===== config.mk =====
export PLATFORM = sky130hd
export DESIGN_NAME = cpu_mem_responder
export DESIGN_NICKNAME = d
export VERILOG_FILES = /design/src/rtl/cpu_mem_responder.sv
export SDC_FILE = /design/constraint.sdc
export NUM_CORES = 2
export LEC_CHECK = 0
export CAP_MARGIN = 15
export CORE_MARGIN = 2
export CORE_UTILIZATION = 28
export CTS_CLUSTER_DIAMETER = 60
export CTS_CLUSTER_SIZE = 20
export DETAILED_ROUTE_END_ITERATION = 10
export PLACE_DENSITY = 0.41
export SETUP_SLACK_MARGIN = 0.1
export SYNTH_ARGS = -nofsm -noshare
export SYNTH_HDL_FRONTEND = slang
export SYNTH_SLANG_ARGS = --single-unit

===== constraint.sdc =====
create_clock -name clk -period 11.25 [get_ports clk]
set_clock_uncertainty 0.05 [all_clocks]
set_input_delay 1.125 -clock clk [delete_from_list [all_inputs] [get_ports clk]]
set_output_delay 1.125 -clock clk [all_outputs]
set_load 0.005 [all_outputs]

===== src/rtl/cpu_mem_responder.sv =====
// Memory-side responder for the CPU bus: ROM below ROM_LIMIT, RAM above it,
// fixed wait-state insertion and a one-cycle mem_ready/bus_err completion pulse.
module cpu_mem_responder #(
    parameter logic [15:0] ROM_LIMIT   = 16'h0100,
    parameter int          RAM_DEPTH   = 256,
    parameter int          WAIT_STATES = 1
) (
    input  logic        clk,
    input  logic        reset_n,
    input  logic [15:0] addr_bus,
    input  logic        mem_read,
    input  logic        mem_write,
    input  logic [7:0]  wr_data,
    output logic [7:0]  rd_data,
    output logic        rd_data_oe,
    output logic        mem_ready,
    output logic        bus_err,
    input  logic        load_en,
    input  logic [7:0]  load_addr,
    input  logic [7:0]  load_data
);

    localparam int          RAM_AW    = (RAM_DEPTH > 1) ? $clog2(RAM_DEPTH) : 1;
    localparam logic [16:0] RAM_SPAN  = 17'(RAM_DEPTH);
    localparam bit          NO_WAIT   = (WAIT_STATES == 0);
    localparam logic [3:0]  WAIT_LAST = NO_WAIT ? 4'd0 : 4'(WAIT_STATES - 1);

    typedef enum logic [1:0] {IDLE, WAIT, RESP} state_t;

    logic [7:0] rom [256];
    logic [7:0] ram [RAM_DEPTH];

    state_t             state, state_nxt;
    logic [3:0]         wait_cnt;
    logic [15:0]        addr_q;
    logic [7:0]         data_q;
    logic               rd_q, wr_q;

    logic [15:0]        acc_addr;
    logic [7:0]         acc_data;
    logic               acc_rd, acc_wr;
    logic [15:0]        ram_off;
    logic [RAM_AW-1:0]  ram_idx;
    logic               hit_rom, hit_ram, conflict;
    logic               resp_go, acc_err, ram_we;
    logic [7:0]         read_val;

    always_comb begin
        state_nxt = state;
        resp_go   = 1'b0;
        case (state)
            IDLE: begin
                if (mem_read || mem_write) begin
                    state_nxt = NO_WAIT ? RESP : WAIT;
                    resp_go   = NO_WAIT;
                end
            end
            WAIT: begin
                if (wait_cnt == WAIT_LAST) begin
                    state_nxt = RESP;
                    resp_go   = 1'b1;
                end
            end
            RESP:    state_nxt = IDLE;
            default: state_nxt = IDLE;
        endcase
    end

    // With no wait states the access resolves on the sampling edge itself,
    // so decode looks at the live bus in IDLE and at the latched copy otherwise.
    always_comb begin
        acc_addr = addr_q;
        acc_data = data_q;
        acc_rd   = rd_q;
        acc_wr   = wr_q;
        if (state == IDLE) begin
            acc_addr = addr_bus;
            acc_data = wr_data;
            acc_rd   = mem_read;
            acc_wr   = mem_write;
        end

        ram_off  = acc_addr - ROM_LIMIT;
        ram_idx  = ram_off[RAM_AW-1:0];
        hit_rom  = (acc_addr < ROM_LIMIT);
        hit_ram  = !hit_rom && ({1'b0, ram_off} < RAM_SPAN);
        conflict = acc_rd && acc_wr;
        acc_err  = conflict || !(hit_rom || hit_ram) || (acc_wr && hit_rom);
        ram_we   = reset_n && resp_go && acc_wr && !conflict && hit_ram;

        read_val = 8'h00;
        if (acc_rd && !conflict) begin
            if (hit_rom)
                read_val = rom[acc_addr[7:0]];
            else if (hit_ram)
                read_val = ram[ram_idx];
        end
    end

    always_ff @(posedge clk or negedge reset_n) begin
        if (!reset_n) begin
            state    <= IDLE;
            wait_cnt <= 4'd0;
        end else begin
            state    <= state_nxt;
            wait_cnt <= (state == WAIT) ? wait_cnt + 4'd1 : 4'd0;
        end
    end

    always_ff @(posedge clk or negedge reset_n) begin
        if (!reset_n) begin
            mem_ready  <= 1'b0;
            bus_err    <= 1'b0;
            rd_data_oe <= 1'b0;
            rd_data    <= 8'h00;
        end else if (resp_go) begin
            mem_ready  <= 1'b1;
            bus_err    <= acc_err;
            rd_data_oe <= acc_rd && !conflict;
            rd_data    <= read_val;
        end else begin
            mem_ready  <= 1'b0;
            bus_err    <= 1'b0;
            rd_data_oe <= 1'b0;
            rd_data    <= 8'h00;
        end
    end

    always_ff @(posedge clk) begin
        if (state == IDLE) begin
            addr_q <= addr_bus;
            data_q <= wr_data;
            rd_q   <= mem_read;
            wr_q   <= mem_write;
        end
    end

    // Read capture sees the pre-load value when a preload hits the same edge.
    always_ff @(posedge clk) begin
        if (load_en)
            rom[load_addr] <= load_data;
    end

    always_ff @(posedge clk) begin
        if (ram_we)
            ram[ram_idx] <= acc_data;
    end

endmodule


# Yosys cells after proc, flatten, opt, wreduce, memory -nomap -nowiden
# Memories as Yosys holds them, arrays and structs flattened.
# Cells that the tools add are included.
word_totals:
  reg_bits: 43
  ramBits: 4096
  in_bits: 45
  output_inout_bits: 11
  wordCells: 58
  n_memories: 2
memory_table:
  columns: ["memory", "depth", "width", "rd", "rd_ports_with_merged_regs", "write_ports", "line_no", "source"]
  rows:
  - ["ram", 256, 8, 1, 0, 1, "31", "logic [7:0] ram [RAM_DEPTH];"]
  - ["rom", 256, 8, 1, 0, 1, "30", "logic [7:0] rom [256];"]
classes:
  n_addsub: 2
  magnitude_cmp: 2
  eq_ne: 3
  n_mux: 21
  reduce_logical: 18
op_table:
  columns: ["cell", "count"]
  rows:
  - ["2-to-1 mux 8 bit", 5]
  - ["less-than comparator 16 x 9 -> 1 bit, second input constant", 2]
  - ["2-to-1 mux 16 bit", 1]
  - ["subtractor 16 x 9 -> 16 bit, second input constant", 1]
  - ["2-to-1 mux 1 bit", 11]
  - ["logical AND 1 bit", 8]
  - ["adder 4 x 1 -> 4 bit, second input constant", 1]
  - ["logical NOT 4 bit", 1]
  - ["logical OR 1 bit", 4]
  - ["2-to-1 mux 2 bit", 2]
  - ["2-to-1 mux 4 bit", 1]
  - ["!= test 2 bit, second input constant", 2]
  - ["one-hot mux 2 bit (2 select lines)", 1]
  - ["logical NOT 1 bit", 3]
  - ["== test 2 x 1 -> 1 bit, second input constant", 1]
  - ["logical NOT 2 bit", 1]
  - ["AND reduction 2 bit", 1]

# Depth between registers and ports, before layout
depth:
  ltp_word: 10
  mapped_depth: 18
  depth_no_buf: 10

# Worst setup path after synthesis
# OpenSTA, ideal clock, no wires.
synth_timing:
  path_type: "reg-to-reg"
  from: "register state[0]"
  to: "memory ram[0][0], data pin"
  setup_ps: 825
  t_arrival_ps: 4874
  required_time_ps: 10375
  path_slack_ps: 5501
  stages_incl_launch_ff: 8
  n_path_buf: 4
  period_less_slack_ps: 5749
  path_cell_list: "dfrtp_1 > buf_4 > nor2_4 > clkbuf_1 > clkbuf_1 > clkbuf_1 > nand2_1 > nand2_1"
synth_via:
  elab_chain_len: 2
synth_rtl:
  columns: ["item", "line_no", "source"]
  rows:
  - ["start, declared", "33", "state_t state, state_nxt;"]
  - ["start signal, assigned", "105", "state <= state_nxt;"]
  - ["logical NOT 2 bit", "76", "if (state == IDLE) begin"]
  - ["2-to-1 mux 8 bit", "76", null]
  - ["via acc_data[0]", "40", "logic [7:0] acc_data;"]
  - ["end, declared", "31", null]
# The timed path passes the listed nets, and every way through them passes these cells.

# Worst setup path after layout
layout_timing:
  from: "register state[1]"
  to: "register rd_data[1]"
layout_via:
  elab_chain_len: 9
  word_cells_on_any_way: 20
  cone_classes: "add/sub: 1; order compare: 2; eq/ne: 1; mux: 8; reduce/logical: 6; memory: 2"
layout_rtl:
  columns: ["item", "line_no", "source"]
  rows:
  - ["parallel branches: the longest is 8 deep, another holds subtractor 16 x 9 -> 16 bit", null, null]
  - ["2-to-1 mux 8 bit (*)", "116", "end else if (resp_go) begin"]
  - ["end signal, assigned", "120", "rd_data <= read_val;"]
  - ["end, declared", "14", "output logic [7:0] rd_data,"]
# Mark *: on every way between the ends.
# A chain may end at the register's enable or synchronous reset.

==> impl_metrics.toml <==
[outcome]
status = "finished, violations left"
violations = "max-slew violations"

[logic_synthesis]
synth_area_um2 = 163400
synth_cells = 11240
ys_types = 93
ys_warn_count = 0
netlist.top_cell.by_area = "edfxtp_1"
yosys.cell_count.top_type = "edfxtp_1"
ys_async_sr_fraction = 0.004107
ys.flop_type = "edfxtp_1"
synth-edff-count = 4096
ys_seq_elements = 4139
synth_top_area_share = 0.7527
yosys-top-cells-count = "4096 x edfxtp_1, 2725 x nand2_1, 877 x nand3_1, 568 x nor2_1, 381 x mux2i_1"
seq_area_frac_synth = 0.7585
synth.area.top_cells = "edfxtp_1 75%, nand2_1 6.3%, nand3_1 2.7%"
syn_nets = 11290
syn_avg_cell_area_um2 = 14.54

[cells_and_area]
drive_gt1_frac = 0.1065
syn2layout_area_growth_pct = 14.01
nets = 11290
stdcell_count = 19340
stdcell_area_um2 = 186300

[place]
io_buffers = 55
gp_congestion = 0.8301
dp_slack_ns = 3.713
dp.cells = 18610
dpl-instance-area_um2 = 173000
post-dp-hpwl_um = 367400

[clocking]
post_cts_buffers = 0
ctsResizeCount = 0
clk_latency_ns = 1.03
cts_buffers = 377
numClockSinks = 4139
clockBufferDepth = 4
path_clk_slew_ns = 0.08
holdBufCountCts = 1
tritoncts = "built"
cts_root_buf = "clkbuf_16"
htreeDepth = 5

[detailed_routing]
first_iter_violations = 11350
drc_errors = 0
viasPerCell = 5.201
wire_per_inst_um = 31.57
num_vias = 100600
totalWireLength_um = 610600
dr.pass1.iters = 6
ant_nets = 0

[flow_run]
max-cap-violations = 0

[timing]
tightestPinTransition_ns = 1.736
rsz0062_at_grt = "no"
fin_crit_sh = 0.5730
relSlewSlack = -0.1572
timing.fmax_mhz = 155.1
slew_viol_final = 128
setup_viol = 0
finalWorstSetupSlack_ns = 4.804
hold_viol = 0
setup_tns_ns = 0
finalCriticalPeriod_ns = 6.446

[global_routing]
antenna_found_initial = 55
grt_pass1_vias = 97080
track_usage = 0.1999
grt_pass1_wl_um = 831500
grt_max_degree = 192
gr-total-overflow = 0

[worst_setup_path]
required_ns = 12.14
cp-end-kind = "register"
critPathMaxFanout = 65
critPathKind = "reg2reg"
start_kind = "register"
worst_ep_arrival_time_ns = 7.34

[hold_path]
min_path_type = "reg2reg"

[die]
pin_count = 56
fp.coreArea_um2 = 581600
initial_utilization = 0.2810
die_width_um = 768.0
rows = 280
die-area_um2 = 589700
die_h_um = 768.0

[power]
p_leak_uw = 0.05876
power.density_nw_per_um2 = 282.3
peakVddDrop_mv = 0.2459
==> critical path: stages (launching register included) <==
cell and delay (ns):
dfrtp_1 0.36, buf_4 0.24, o21a_4 0.31, nor2_8 0.67, buf_4 0.54, buf_4 0.55, buf_4 0.72, nand2_1 0.11
a32oi_1 0.21, a31oi_1 0.20, nor4_1 0.81, o22a_1 0.44, nand4_1 0.59, a21boi_1 0.35
==> logic make-up (layout without fill, tap and decap cells) <==
| group | count (synthesis) | count (layout) | synth area share |
|---|---|---|---|
| XOR/XNOR | 2 | 2 | 0.0001072 |
| AO/OA/AOI/OAI | 1297 | 1297 | 0.05803 |
| multiplexers | 512 | 512 | 0.04119 |
| other | 0 | 19 | 0 |
| adder cells (fa/ha/maj) | 2 | 2 | 0.0001531 |
| buffers and inverters | 763 | 1091 | 0.02557 |
| AND/OR/NAND/NOR | 4523 | 4523 | 0.1165 |
| flip-flops | 4139 | 4139 | 0.7585 |
==> state kept, by name, indices dropped and copies added, names as in the netlist <==
register,flops
addr_q,16
rd_data,8
rd_data_oe,1
wr_q,1
bus_err,1
state,2
wait_cnt,4
rom,2048
ram,2048
mem_ready,1
data_q,8
rd_q,1
==> power by group <==
group	leakage [uW]	internal, uW	switching, uW
Sequential	0.0374	18600	53.9
Clock	0.00640	7130	6740
Combinational	0.0150	4560	15600
==> stage by stage <==
stage / hold WS, ns / total power (uW) / utilization
after floorplan: 0.3721 / 29930 / -
final: 0.3977 / 52600 / 0.3203
after CTS: 0.4017 / 52910 / 0.3202
after global routing: 0.4193 / 54330 / 0.3203
after detailed placement: 0.3898 / 39120 / 0.2975
after global placement: 0.3821 / 38980 / 0.2972
==> layer usage <==
layer / up-vias / track usage / share of wire
met2: 3988 / 0.3249 / 0.47
met1: 52990 / 0.2769 / 0.43
met5: - / 0 / 0.000016
met4: 2 / 0.05846 / 0.032
li1: 42820 / - / -
met3: 780 / 0.03100 / 0.068
==> final cells by class <==
class / instances / area (um^2)
diodes: 19 / 47.55
clock buffers: 412 / 9841
clock inverters: 292 / 3364
fillers: 57110 / 395300
inverters: 10 / 86.33
multi-input cells: 6336 / 35840
flip-flops and latches: 4139 / 123900
well taps: 7755 / 9703
repair buffers: 377 / 3480
==> layout by cell type (no fill, tap or decap), types with 18 or more instances in the layout <==
cell type / n
edfxtp_1: 4096
nand2_1: 2709
nand3_1: 861
nor2_1: 554
clkbuf_16: 389
mux2i_1: 378
a31oi_1: 313
a32oi_1: 298
buf_4: 279
and3_1: 143
mux4_2: 128
a21oi_1: 122
a211oi_1: 117
o21ai_0: 100
nand4_1: 97
a311oi_1: 73
inv_8: 66
inv_6: 61
clkdlybuf4s50_1: 46
clkinv_8: 41
o22ai_1: 36
buf_12: 35
clkinv_4: 33
a22oi_1: 29
o2111ai_1: 28
dfxtp_1: 26
nor4_1: 25
clkinvlp_4: 25
a2111oi_0: 22
nor3_1: 21
clkbuf_1: 21
diode_2: 19
clkinv_2: 19
bufinv_16: 19
clkinv_1: 18
==> final timing paths <==
| path | startpoint | endpoint | slack (ns) | cells after the start |
|---|---|---|---|---|
| max | state[1] | rd_data[1] | 4.80 | 13 |
| min | addr_q[9] | addr_q[9] | 0.40 | 2 |
| max reg2reg | state[1] | rd_data[1] | 4.80 | 13 |
| min reg2reg | addr_q[9] | addr_q[9] | 0.40 | 2 |
| max in group asynchronous | reset_n | rd_data[2] | 9.92 | 3 |
| min in group asynchronous | reset_n | wait_cnt[2] | 0.60 | 2 |
No activity file was read; power rests on OpenSTA's default activity.
